$ cat src/rtl/if_pkg.sv
// Shared types for the instruction-fetch PC unit: default PC type and next-PC source select.
package if_pkg;

  localparam int PC_W_DEF = 10;

  typedef logic [PC_W_DEF-1:0] pc_t;

  typedef enum logic [2:0] {
    NPC_START,
    NPC_HOLD,
    NPC_RET,
    NPC_CALL,
    NPC_ABS,
    NPC_REL,
    NPC_INC
  } npc_sel_e;

endpackage

$ cat src/rtl/ras_stack.sv
// Circular return-address stack; a push when full overwrites the oldest entry.
module ras_stack #(
  parameter int W     = 10,
  parameter int DEPTH = 4,
  localparam int PW   = $clog2(DEPTH),
  localparam int CW   = PW + 1
) (
  input  logic          clk,
  input  logic          rst_n,
  input  logic          push,
  input  logic          pop,
  input  logic          clear,
  input  logic [W-1:0]  push_data,
  output logic [W-1:0]  top,
  output logic [CW-1:0] count,
  output logic          full,
  output logic          empty,
  output logic          ovf,
  output logic          udf
);

  logic [W-1:0]  mem_q [DEPTH];
  logic [PW-1:0] wp_q, wp_d, wp_m1;
  logic [CW-1:0] cnt_q, cnt_d;
  logic          full_q, full_d, empty_q, empty_d;
  logic          wr_en;

  always_comb begin
    wp_d  = wp_q;
    cnt_d = cnt_q;
    wr_en = 1'b0;
    wp_m1 = wp_q - PW'(1);
    ovf   = push & full_q;
    udf   = pop & empty_q;
    if (clear) begin
      cnt_d = '0;
    end else if (pop && !empty_q) begin
      wp_d  = wp_m1;
      cnt_d = cnt_q - CW'(1);
    end else if (push) begin
      // The write slot when full is exactly the oldest entry, so the count saturates.
      wr_en = 1'b1;
      wp_d  = wp_q + PW'(1);
      if (!full_q) cnt_d = cnt_q + CW'(1);
    end
    full_d  = (cnt_d == CW'(DEPTH));
    empty_d = (cnt_d == '0);
  end

  always_ff @(posedge clk or negedge rst_n) begin
    if (!rst_n) begin
      wp_q    <= '0;
      cnt_q   <= '0;
      full_q  <= 1'b0;
      empty_q <= 1'b1;
    end else begin
      wp_q    <= wp_d;
      cnt_q   <= cnt_d;
      full_q  <= full_d;
      empty_q <= empty_d;
    end
  end

  always_ff @(posedge clk) begin
    if (wr_en) mem_q[wp_q] <= push_data;
  end

  assign top   = mem_q[wp_m1];
  assign count = cnt_q;
  assign full  = full_q;
  assign empty = empty_q;

endmodule

$ cat src/rtl/inst_fetch_ras.sv
// Program counter with priority next-PC select; return-address stack present only when IF_RAS_EN is defined.
module inst_fetch_ras
  import if_pkg::*;
#(
  parameter int              PC_W       = 10,
  parameter int              RAS_DEPTH  = 4,
  parameter logic [PC_W-1:0] START_ADDR = '0
) (
  input  logic            Clk,
  input  logic            Reset_n,
  input  logic            Start,
  input  logic            Stall,
  input  logic            BranchAbs,
  input  logic            BranchRelEn,
  input  logic            ALU_flag,
  input  logic            Call,
  input  logic            Ret,
  input  logic [PC_W-1:0] Target,
  output logic [PC_W-1:0] ProgCtr,
  output logic            RasEmpty,
  output logic            RasFull,
  output logic [1:0]      RasErr
);

  logic [PC_W-1:0] pc_q, pc_d, pc_inc, ret_pc;
  npc_sel_e        sel;

  always_comb begin
    sel = NPC_INC;
    if (Start)                      sel = NPC_START;
    else if (Stall)                 sel = NPC_HOLD;
    else if (Ret)                   sel = NPC_RET;
    else if (Call)                  sel = NPC_CALL;
    else if (BranchAbs)             sel = NPC_ABS;
    else if (BranchRelEn && ALU_flag) sel = NPC_REL;
  end

  assign pc_inc = pc_q + PC_W'(1);

`ifdef IF_RAS_EN
  logic [PC_W-1:0]              ras_top;
  logic [$clog2(RAS_DEPTH):0]   ras_count;
  logic                         ras_full, ras_empty, ras_ovf, ras_udf;
  logic [1:0]                   err_q, err_d;

  ras_stack #(
    .W     (PC_W),
    .DEPTH (RAS_DEPTH)
  ) u_ras (
    .clk       (Clk),
    .rst_n     (Reset_n),
    .push      (sel == NPC_CALL),
    .pop       (sel == NPC_RET),
    .clear     (sel == NPC_START),
    .push_data (pc_inc),
    .top       (ras_top),
    .count     (ras_count),
    .full      (ras_full),
    .empty     (ras_empty),
    .ovf       (ras_ovf),
    .udf       (ras_udf)
  );

  // Errors are sticky and survive Start; only reset clears them.
  assign err_d  = err_q | {ras_ovf, ras_udf};
  assign ret_pc = ras_empty ? pc_inc : ras_top;

  always_ff @(posedge Clk or negedge Reset_n) begin
    if (!Reset_n) err_q <= '0;
    else          err_q <= err_d;
  end

  assign RasEmpty = ras_empty;
  assign RasFull  = ras_full;
  assign RasErr   = err_q;
`else
  assign ret_pc   = pc_inc;
  assign RasEmpty = 1'b1;
  assign RasFull  = 1'b0;
  assign RasErr   = 2'b00;
`endif

  always_comb begin
    pc_d = pc_inc;
    case (sel)
      NPC_START:         pc_d = START_ADDR;
      NPC_HOLD:          pc_d = pc_q;
      NPC_RET:           pc_d = ret_pc;
      NPC_CALL, NPC_ABS: pc_d = Target;
      NPC_REL:           pc_d = pc_q + Target;
      default:           pc_d = pc_inc;
    endcase
  end

  always_ff @(posedge Clk or negedge Reset_n) begin
    if (!Reset_n) pc_q <= '0;
    else          pc_q <= pc_d;
  end

  assign ProgCtr = pc_q;

endmodule

$ cat config.mk
export PLATFORM = sky130hd
export DESIGN_NAME = inst_fetch_ras
export DESIGN_NICKNAME = d
export VERILOG_FILES = /design/src/rtl/if_pkg.sv /design/src/rtl/ras_stack.sv /design/src/rtl/inst_fetch_ras.sv
export SDC_FILE = /design/constraint.sdc
export NUM_CORES = 1
export LEC_CHECK = 0
export ABC_AREA = 1
export BUFFER_PORTS_ARGS = -buffer_cell sky130_fd_sc_hd__buf_2
export CORE_MARGIN = 10
export CORE_UTILIZATION = 40
export DETAILED_ROUTE_END_ITERATION = 12
export PLACE_DENSITY = 0.66
export SYNTH_ARGS = -nofsm -noshare
export SYNTH_HDL_FRONTEND = slang
export SYNTH_SLANG_ARGS = --single-unit
$ cat constraint.sdc
create_clock -name Clk -period 1.55 [get_ports Clk]
set_input_delay 0 -clock Clk [delete_from_list [all_inputs] [get_ports Clk]]
set_output_delay 0 -clock Clk [all_outputs]
set_load 0.01 [all_outputs]
==> impl_results.md, run 1 <==
- Status: finished, violations left
- Violated checks: setup timing
- Worst reg2reg endpoint: ProgCtr[9]$_DFFE_PN0P_
- Share of the synthesized area in the top cell type: 22.47%
- Hold endpoint: ProgCtr[0]$_DFFE_PN0P_
- CTS tree: yes
- Final setup fails: 7
- Setup WS post-layout: -0.2691 ns
- CP cell instances: buf_8 -> nor2_4 -> inv_2 -> nor3_4 -> nand4_4 -> or2_4 -> ha_4 -> fa_2 -> nand3_2 -> nand2_2 -> or2_2 -> nand3_2 -> a31oi_1
- Most common cell in the netlist: nand2_1
- Synth-to-Final Area Change: 58.88%
- Routed Wire Length: 3633 um
- Final Cycle Share: 117.4%
- Fin crit period: around 1.8 ns
- Maximum VDD drop: approximately 0.46 mV
- Place WS: -0.6236 ns
- Synth top area cells: dfrtp_1 (22%), ha_1 (10%), nand2_1 (9.1%)
- Total CTS buffers: 3
- Max Cap Viol: 0
- Most frequent CP cell: nand3_2
- Share of layout cells above drive strength 1: 48.07%
- Io pins: 33
- Synth top cells by count: nand2_1 (27), nor2_1 (26), inv_1 (21), a21oi_1 (20), dfrtp_1 (10)
- RSZ-0062 raised after global routing: yes
- Worst EP required: 1.68 ns
- Vias in the first global route: 1393
- Ant diodes: 0
- DP HPWL: around 2600 um
- Initial Util: 41.09%
- Final Max Tran Viols: 0
- Setup slack, reg-to-reg: -0.15 ns
- CTS Sinks: 10
- TritonRoute pass-1 iters: 4
- Remaining DRCs: 0
- #FFs+latches synth: 10
- Nets: 263
- Worst path bufs/invs: 2
- Pin count of the biggest net entering global routing: 16
- Layout filler cell count: 239
- Mapped Cells: ~160
- Mapped cell area: 1114 sq um
- Clk root buf: clkbuf_4
- Clock slew at reported path FFs: 0.08 ns
- Max FFs per register: 10
- Die height: 72.76 um
- Routed vias/inst: 5.000
- Worst R2R Start: ProgCtr[2]$_DFFE_PN0P_
- Die span in x: 72.76 um
- Antenna Violating Nets Remaining: 0
- H-tree Lvls: 1
- Core ar.: 2710 sq um
- Avg WL per Cell: 13.76 um
- Total gr overflow: 0
- Pwr dens: about 620 nW/um^2
- Critical Path Source: Start
- Initial antenna violation count: 0
- Total GRT Usage: 13.58%
- WHS Path Cells: 3
- Crit path max fanout: 3
- Crit. End Element: flip-flop
- Worst Hold Launch: Target[0]
- Critical path startpoint category: input pin
- 1st-iter DRT viols: about 50
- DR vias: 1320
- Pleak: 0.0009176 uW
- CP Depth: 13
- Avg Cell Area, Syn: 6.790 sq um
- Critical Path AT: 1.95 ns
- CP peak stage delay: 0.37 ns
- Yosys cell types: 28
- I/O Buffers: 28
- Design Power: 1105 uW
- First-pass GRT wire length: 5934 um
- Biggest area consumer among synthesized cells: dfrtp_1
- Number of placement rows: 19
- Setup CP Type: in -> reg
- Worst path top cell family by delay: simple AND/OR/NAND/NOR gates
- Max Clk Rate: 549.7 MHz
- EDFF count, synth: 0
- Worst reg2reg path depth: 10
- Yosys warning total: 0
- Worst-Skew Late Latency: 0.26 ns
- Min Hold Slack: roughly 0.0017 ns
- GP Congestion: 0.8344
- Die area: 5294 sq um
- Critical path's slowest cell: fa_2
- Seq/Total Area, Yosys: between 20% and 30%
- Worst hold path class: in -> reg
- Synth Flop Type: dfrtp_1
- Clock skew: 0.002666 ns
- Final Hold Viols: 0
- Async S/R FF share, synth: 100.0%
- Clk buf depth: 2
[per-stage QoR]
step,instances,utilization (%),setup TNS (ns),cell area [sq um]
detailed placement,248,55.59,-4.703,1506
floorplan,166,-,-2.400,1151
global placement,248,55.59,-4.047,1506
global route,264,65.28,-2.360,1769
finish,264,65.28,-1.345,1769
CTS,260,60.94,-1.179,1652
[layout by cell type (no fill, tap or decap), drive strengths merged]
| cell type | count |
|---|---|
| clkbuf | 4 |
| a211oi | 1 |
| buf | 63 |
| ha | 9 |
| inv | 24 |
| fa | 1 |
| dfrtp | 10 |
| a21boi | 1 |
| dlygate4sd3 | 5 |
| a21oi | 21 |
| o211ai | 1 |
| o21ai | 6 |
| or2 | 2 |
| conb | 4 |
| a31oi | 6 |
| nor3 | 1 |
| nand3 | 8 |
| nand4 | 4 |
| nand2 | 34 |
| o21bai | 1 |
| nor2 | 27 |
[worst max path at each step]
stage	slack, ns	end
floorplan	-0.44	ProgCtr[4]$_DFFE_PN0P_
global placement	-0.54	ProgCtr[9]$_DFFE_PN0P_
detailed placement	-0.62	ProgCtr[6]$_DFFE_PN0P_
global route	-0.44	ProgCtr[8]$_DFFE_PN0P_
CTS	-0.24	ProgCtr[6]$_DFFE_PN0P_
finish	-0.27	ProgCtr[4]$_DFFE_PN0P_
[area by class of cell]
| cell class | count | area [sq um] | share of cell area [%] |
|---|---|---|---|
| multi-input cells | 127 | 880.8 | 49.79 |
| repair buffers | 68 | 473.0 | 26.73 |
| flip-flops and latches | 10 | 250.2 | 14.14 |
| inverters | 24 | 90.09 | 5.092 |
| well taps | 31 | 38.79 | 2.192 |
| clock buffers | 4 | 36.28 | 2.051 |
[logic make-up (layout without fill, tap and decap cells)]
logic type | count (synthesis) | in the layout | share of synthesized area [%]
fa+ha+maj | 10 | 10 | 11.91
buf+inv | 29 | 96 | 11.12
other cells | 2 | 4 | 0.6744
simple gates | 76 | 76 | 33.93
flops | 10 | 10 | 22.47
compound gates | 37 | 37 | 19.89
[per-layer routing]
metal | track usage (%) | routed length [um] | vias up
met5 | 0 | 0 | -
li1 | - | - | 666
met4 | 7.173 | 77 | 0
met1 | 14.57 | 1492 | 622
met3 | 2.585 | 107 | 6
met2 | 24.37 | 1955 | 26
[worst register-to-register path: cells and delay by family, from the launching register on]
| family | cells | cell delay (ns) |
|---|---|---|
| compound gates | 1 | 0.11 |
| fa+ha+maj | 1 | 0.31 |
| buf+inv | 2 | 0.20 |
| flops | 1 | 0.42 |
| simple gates | 6 | 0.60 |
[power breakdown]
part | total (uW) | leakage, uW | switching [uW] | internal, uW
logic | 521 | 0.000772 | 269 | 252
registers | 334 | 0.000125 | 35.9 | 298
clock network | 250 | 0.0000210 | 108 | 142
[what timing repair did]
item | in CTS | in global routing
pin swaps | 5 | 20
hold buffers | 5 | 0
setup endpoints to repair | 9 | 9
hold endpoints to repair | 15 | 0
cloned | 0 | 0
setup buffers | 3 | 5
gates resized for setup | 10 | 21
Power figures use the tool's default switching activity.
==> inputs of run 2 (changes only) <==
--- a/config.mk
+++ b/config.mk
@@ -10,7 +10,8 @@
 export CORE_MARGIN = 10
 export CORE_UTILIZATION = 40
 export DETAILED_ROUTE_END_ITERATION = 12
-export PLACE_DENSITY = 0.66
+export MAX_ROUTING_LAYER = met4
+export PLACE_DENSITY = 0.63
 export SYNTH_ARGS = -nofsm -noshare
 export SYNTH_HDL_FRONTEND = slang
 export SYNTH_SLANG_ARGS = --single-unit
==> constraint.sdc (replaced) <==
create_clock -name Clk -period 1.91 [get_ports Clk]
set_input_delay 0 -clock Clk [delete_from_list [all_inputs] [get_ports Clk]]
set_output_delay 0 -clock Clk [all_outputs]
set_load 0.01 [all_outputs]
==> impl_results.md, run 2 (synthesized netlist as in run 1, its figures left out) <==
- Placed Area: 1431 sq um
- Worst hold path class: in -> reg
- Pleak: 0.0008546 uW
- Critical Path AT: slightly above 2 ns
- Cell area after layout: between 1500 and 2000 sq um
- Nets: between 200 and 250
- Maximum VDD drop: 0.3804 mV
- Die span in x: between 70 and 80 um
- Final Hold Viols: 1
- DR vias: 1252
- Max FFs per register: 10
- Worst EP required: 2.13 ns
- Clk root buf: clkbuf_4
- Setup CP Type: in -> reg
- Routed vias/inst: 5.028
- Violated checks: hold timing
- Pwr dens: roughly 540 nW/um^2
- Number of placement rows: 19
- Ant diodes: 0
- CTS tree: yes
- GP Congestion: 0.7952
- Total GRT Usage: 12.98%
- Io pins: 33
- Routed Wire Length: 3229 um
- Vias in the first global route: between 1000 and 1500
- Die area: around 5300 sq um
- Final setup fails: 0
- Max Cap Viol: 0
- Total CTS buffers: 3
- Worst path top cell family by delay: simple AND/OR/NAND/NOR gates
- H-tree Lvls: 1
- Clock skew: around 0.0062 ns
- Avg WL per Cell: 12.97 um
- Crit path max fanout: 3
- Pin count of the biggest net entering global routing: 16
- Total gr overflow: 0
- Remaining DRCs: 0
- Share of layout cells above drive strength 1: 35.78%
- Crit. End Element: flip-flop
- Initial Util: 41.09%
- Initial antenna violation count: 0
- CTS Sinks: 10
- Commonest cells after routing, fill and taps aside: nand2_1 (25), nor2_1 (25), buf_2 (25)
- I/O Buffers: 28
- Critical path's slowest cell: fa_2
- Max Clk Rate: 547.2 MHz
- Core ar.: 2710 sq um
- CP peak stage delay: 0.39 ns
- Die height: 72.76 um
- Most frequent CP cell: a21oi_1
- Clock slew at reported path FFs: 0.09 ns
- Antenna Violating Nets Remaining: 0
- Setup slack, reg-to-reg: 0.14 ns
- Worst path bufs/invs: 2
- First-pass GRT wire length: 5471 um
- Clk buf depth: 2
- Final Max Tran Viols: 0
- Final Cycle Share: 95.69%
- DP HPWL: between 2000 and 3000 um
- CP cell instances: buf_8 -> nor2_4 -> inv_2 -> nor3_4 -> nand4_4 -> or2_4 -> ha_4 -> fa_2 -> nand3_2 -> nand2_2 -> nand4_1 -> o211ai_1 -> a21oi_1 -> o21ai_1 -> a21oi_1
- Min Hold Slack: -0.002390 ns
- Status: finished, violations left
- Fin crit period: 1.828 ns
- 1st-iter DRT viols: 62
- Setup TNS: 0 ns
- Worst-Skew Late Latency: 0.29 ns
- Critical path startpoint category: input pin
- TritonRoute pass-1 iters: 4
- RSZ-0062 raised after global routing: yes
- Synth-to-Final Area Change: 40.34%
-- run 2: cell types whose count changed in the layout (fill, tap and decap cells not counted), moves of 3 or more --
| cell | delta |
|---|---|
| buf_4 | -13 |
| a21oi_1 | +5 |
| a21oi_2 | -4 |
| nor2_1 | +4 |
| nand2_1 | +3 |
| nand2_2 | -3 |
| nand3_1 | +3 |
| nand3_2 | -3 |
-- run 2: worst min-delay path, cell delays in order --
cell and delay [ns]:
buf_2 0.10, nand2_1 0.06, a31oi_1 0.08
-- run 2: worst paths after layout --
| check | to | depth (start not counted) | from |
|---|---|---|---|
| setup / recovery | ProgCtr[8]$_DFFE_PN0P_ | 15 | Stall |
| hold / removal | ProgCtr[2]$_DFFE_PN0P_ | 3 | Target[2] |
| setup reg to reg | ProgCtr[8]$_DFFE_PN0P_ | 9 | ProgCtr[0]$_DFFE_PN0P_ |
| hold reg to reg | ProgCtr[5]$_DFFE_PN0P_ | 2 | ProgCtr[5]$_DFFE_PN0P_ |
| max in group asynchronous | ProgCtr[1]$_DFFE_PN0P_ | 2 | Reset_n |
| min in group asynchronous | ProgCtr[0]$_DFFE_PN0P_ | 2 | Reset_n |
-- run 2: cell type report --
type	instances	area (sq um)
clock buffer	4	36.28
fill	282	1147
inverter	24	90.09
multi-input combinational	127	785.8
sequential	10	250.2
tap	31	38.79
timing repair buffer	53	361.6
-- run 2: per-layer routing --
layer  share of wire (%)  routed length [um]  up-vias  global-route usage (%)
met5                   0                   0        -                       -
met4                 1.6                  53        0                   5.063
met3                 3.9                 127        5                   2.041
met2                  51                1643       25                   22.06
met1                  44                1405      582                   14.82
li1                    -                   -      640                       -
-- run 2: what timing repair did --
item	CTS	global route
hold buffers	5	0
resized for setup	0	9
endpoints found under the setup margin	0	6
hold endpoints to repair	14	0
setup buffers	0	3
-- run 2: power by group --
| part | switching (uW) | internal, uW | leakage (uW) |
|---|---|---|---|
| clock | 98.9 | 116 | 0.0000210 |
| sequential | 31.6 | 242 | 0.000125 |
| combinational | 185 | 165 | 0.000709 |
| total | 316 | 523 | 0.000855 |
-- run 2: metrics by stage --
stage	std cells	hold slack [ns]	util (%)	power, uW	setup slack, ns
final	249	-0.002390	57.66	838.9	0.08235
after global routing	249	0.01693	57.66	904.1	-0.1128
after CTS	247	0.0005844	56.00	830.0	0.01347
after detailed placement	238	-0.1122	52.82	607.9	-0.2705
after global placement	238	-0.1152	52.82	595.7	-0.1933
after floorplan	166	-0.2956	-	467.1	-0.08515
==> inputs of run 3 (changes only) <==
==> constraint.sdc (replaced) <==
create_clock -name Clk -period 2.2 [get_ports Clk]
set_input_delay 0 -clock Clk [delete_from_list [all_inputs] [get_ports Clk]]
set_output_delay 0 -clock Clk [all_outputs]
set_load 0.01 [all_outputs]
==> impl_results.md, run 3 (synthesized netlist as in run 1, its figures left out) <==
- Status: finished, final reports clean
- Number of placement rows: 19
- Remaining DRCs: 0
- Max Clk Rate: 495.0 MHz
- Crit. End Element: flip-flop
- DP HPWL: roughly 2300 um
- Initial antenna violation count: 0
- Setup TNS: 0 ns
- Worst EP required: between 2 and 2.5 ns
- Crit path max fanout: 3
- Io pins: 33
- WHS Path Cells: 3
- Worst R2R Start: ProgCtr[0]$_DFFE_PN0P_
- Nets: 237
- Avg WL per Cell: 11.91 um
- Max FFs per register: 10
- Worst reg2reg endpoint: ProgCtr[8]$_DFFE_PN0P_
- Pin count of the biggest net entering global routing: 16
- Setup CP Type: in -> reg
- Initial Util: ~41%
- Critical Path Source: Target[0]
- Routed Wire Length: 2822 um
- Setup crit end: ProgCtr[8]$_DFFE_PN0P_
- Routed vias/inst: 4.852
- Clock slew at reported path FFs: roughly 0.060 ns
- GP Congestion: 0.8757
- Pleak: 0.0007733 uW
- Clock skew: 0.001464 ns
- DR vias: 1150
- RSZ-0062 raised after global routing: no
- Total GRT Usage: 11.61%
- H-tree Lvls: 1
- CTS tree: yes
- 1st-iter DRT viols: 29
- Sequential cell area: roughly 250 sq um
- Critical Path AT: 2.21 ns
- TritonRoute pass-1 iters: 4
- CTS Sinks: 10
- Final Cycle Share: 91.83%
- First-pass GRT wire length: around 5000 um
- Worst-Skew Late Latency: between 0.2 and 0.3 ns
- Setup slack, reg-to-reg: 0.44 ns
- Clk root buf: clkbuf_4
- Final Max Tran Viols: 0
- Commonest cells after routing, fill and taps aside: buf_2 (28), nor2_1 (26), nand2_1 (25)
- Core ar.: about 2700 sq um
- Critical path startpoint category: input pin
- Layout filler cell count: approximately 280
- Die span in x: 72.76 um
- Antenna Violating Nets Remaining: 0
- Ant diodes: 0
- Worst hold path class: in -> reg
- Total CTS buffers: 3
- Multi-input gate area: 757.0 sq um
- Vias in the first global route: 1169
- Worst reg2reg path depth: 9
- Die height: 72.76 um
- Max Cap Viol: 0
- I/O Buffers: 28
- Pwr dens: 440.6 nW/um^2
- Maximum VDD drop: ~0.37 mV
- Synth-to-Final Area Change: 26.97%
- Final Hold Viols: 0
- Fin crit period: 2.020 ns
- Final setup fails: 0
- Utilization after layout: 52.17%
- Total gr overflow: 0
- Clk buf depth: 2
- Commonest non-fill, non-tap cell in the layout: buf_2
- Share of layout cells above drive strength 1: about 31%
- Die area: 5294 sq um
[run 3: timing repair]
item | in CTS | in global routing
hold endpoints to repair | 13 | 0
buffers inserted | 0 | 0
endpoints found under the setup margin | 0 | 2
resized for setup | 0 | 5
hold buffers | 4 | 0
[run 3: worst max-delay path: stages]
cell and delay, ns:
dlygate4sd3_1 0.53, buf_2 0.13, or2_2 0.29, ha_2 0.19, fa_2 0.34, nand3_1 0.11, nand2_2 0.08, nand4_1 0.08
o211ai_1 0.11, a21oi_1 0.14, o21ai_0 0.11, a21oi_1 0.12
[run 3: metrics by stage]
stage	setup slack, ns	hold WS (ns)	std cells	instance area [sq um]	power, uW
after floorplan	0.07305	-0.2956	166	1121	396.9
after global placement	-0.02037	-0.1218	230	1341	491.2
after detailed placement	-0.06507	-0.1231	230	1341	495.3
after CTS	0.1165	0.002154	237	1404	629.5
after global routing	0.03143	0.01254	237	1414	682.8
final	0.1798	0.007831	237	1414	622.9
[run 3: cell type report]
type | count | area share (%)
clock buffers | 3 | 1.593
multi-input cells | 127 | 53.54
inverters | 24 | 6.372
flip-flops and latches | 10 | 17.70
well taps | 31 | 2.743
repair buffers | 42 | 18.05
[run 3: where the power goes]
group	total [uW]	internal (uW)	switching, uW	leakage, uW
Combinational	263	116	148	0.000635
Clock	124	63.2	60.8	0.0000138
Sequential	235	210	25.2	0.000125
[run 3: worst min path at each step]
stage | start | endpoint | slack (ns)
2_1_floorplan | Reset_n | ProgCtr[0]$_DFFE_PN0P_ | -0.30
6_report | Target[2] | ProgCtr[2]$_DFFE_PN0P_ | 0.008
5_1_grt | Target[3] | ProgCtr[3]$_DFFE_PN0P_ | 0.01
3_3_place_gp | Reset_n | ProgCtr[1]$_DFFE_PN0P_ | -0.12
3_5_place_dp | Reset_n | ProgCtr[2]$_DFFE_PN0P_ | -0.12
4_1_cts | Target[2] | ProgCtr[2]$_DFFE_PN0P_ | 0.002
[run 3: metal layers]
| metal | up-vias | GRT usage, % | part of all wire (%) |
|---|---|---|---|
| li1 | 616 | - | - |
| met1 | 508 | 13.96 | 50 |
| met2 | 24 | 18.30 | 45 |
| met3 | 2 | 3.810 | 4.4 |
| met4 | 0 | 2.743 | 0.35 |
| met5 | - | - | 0 |
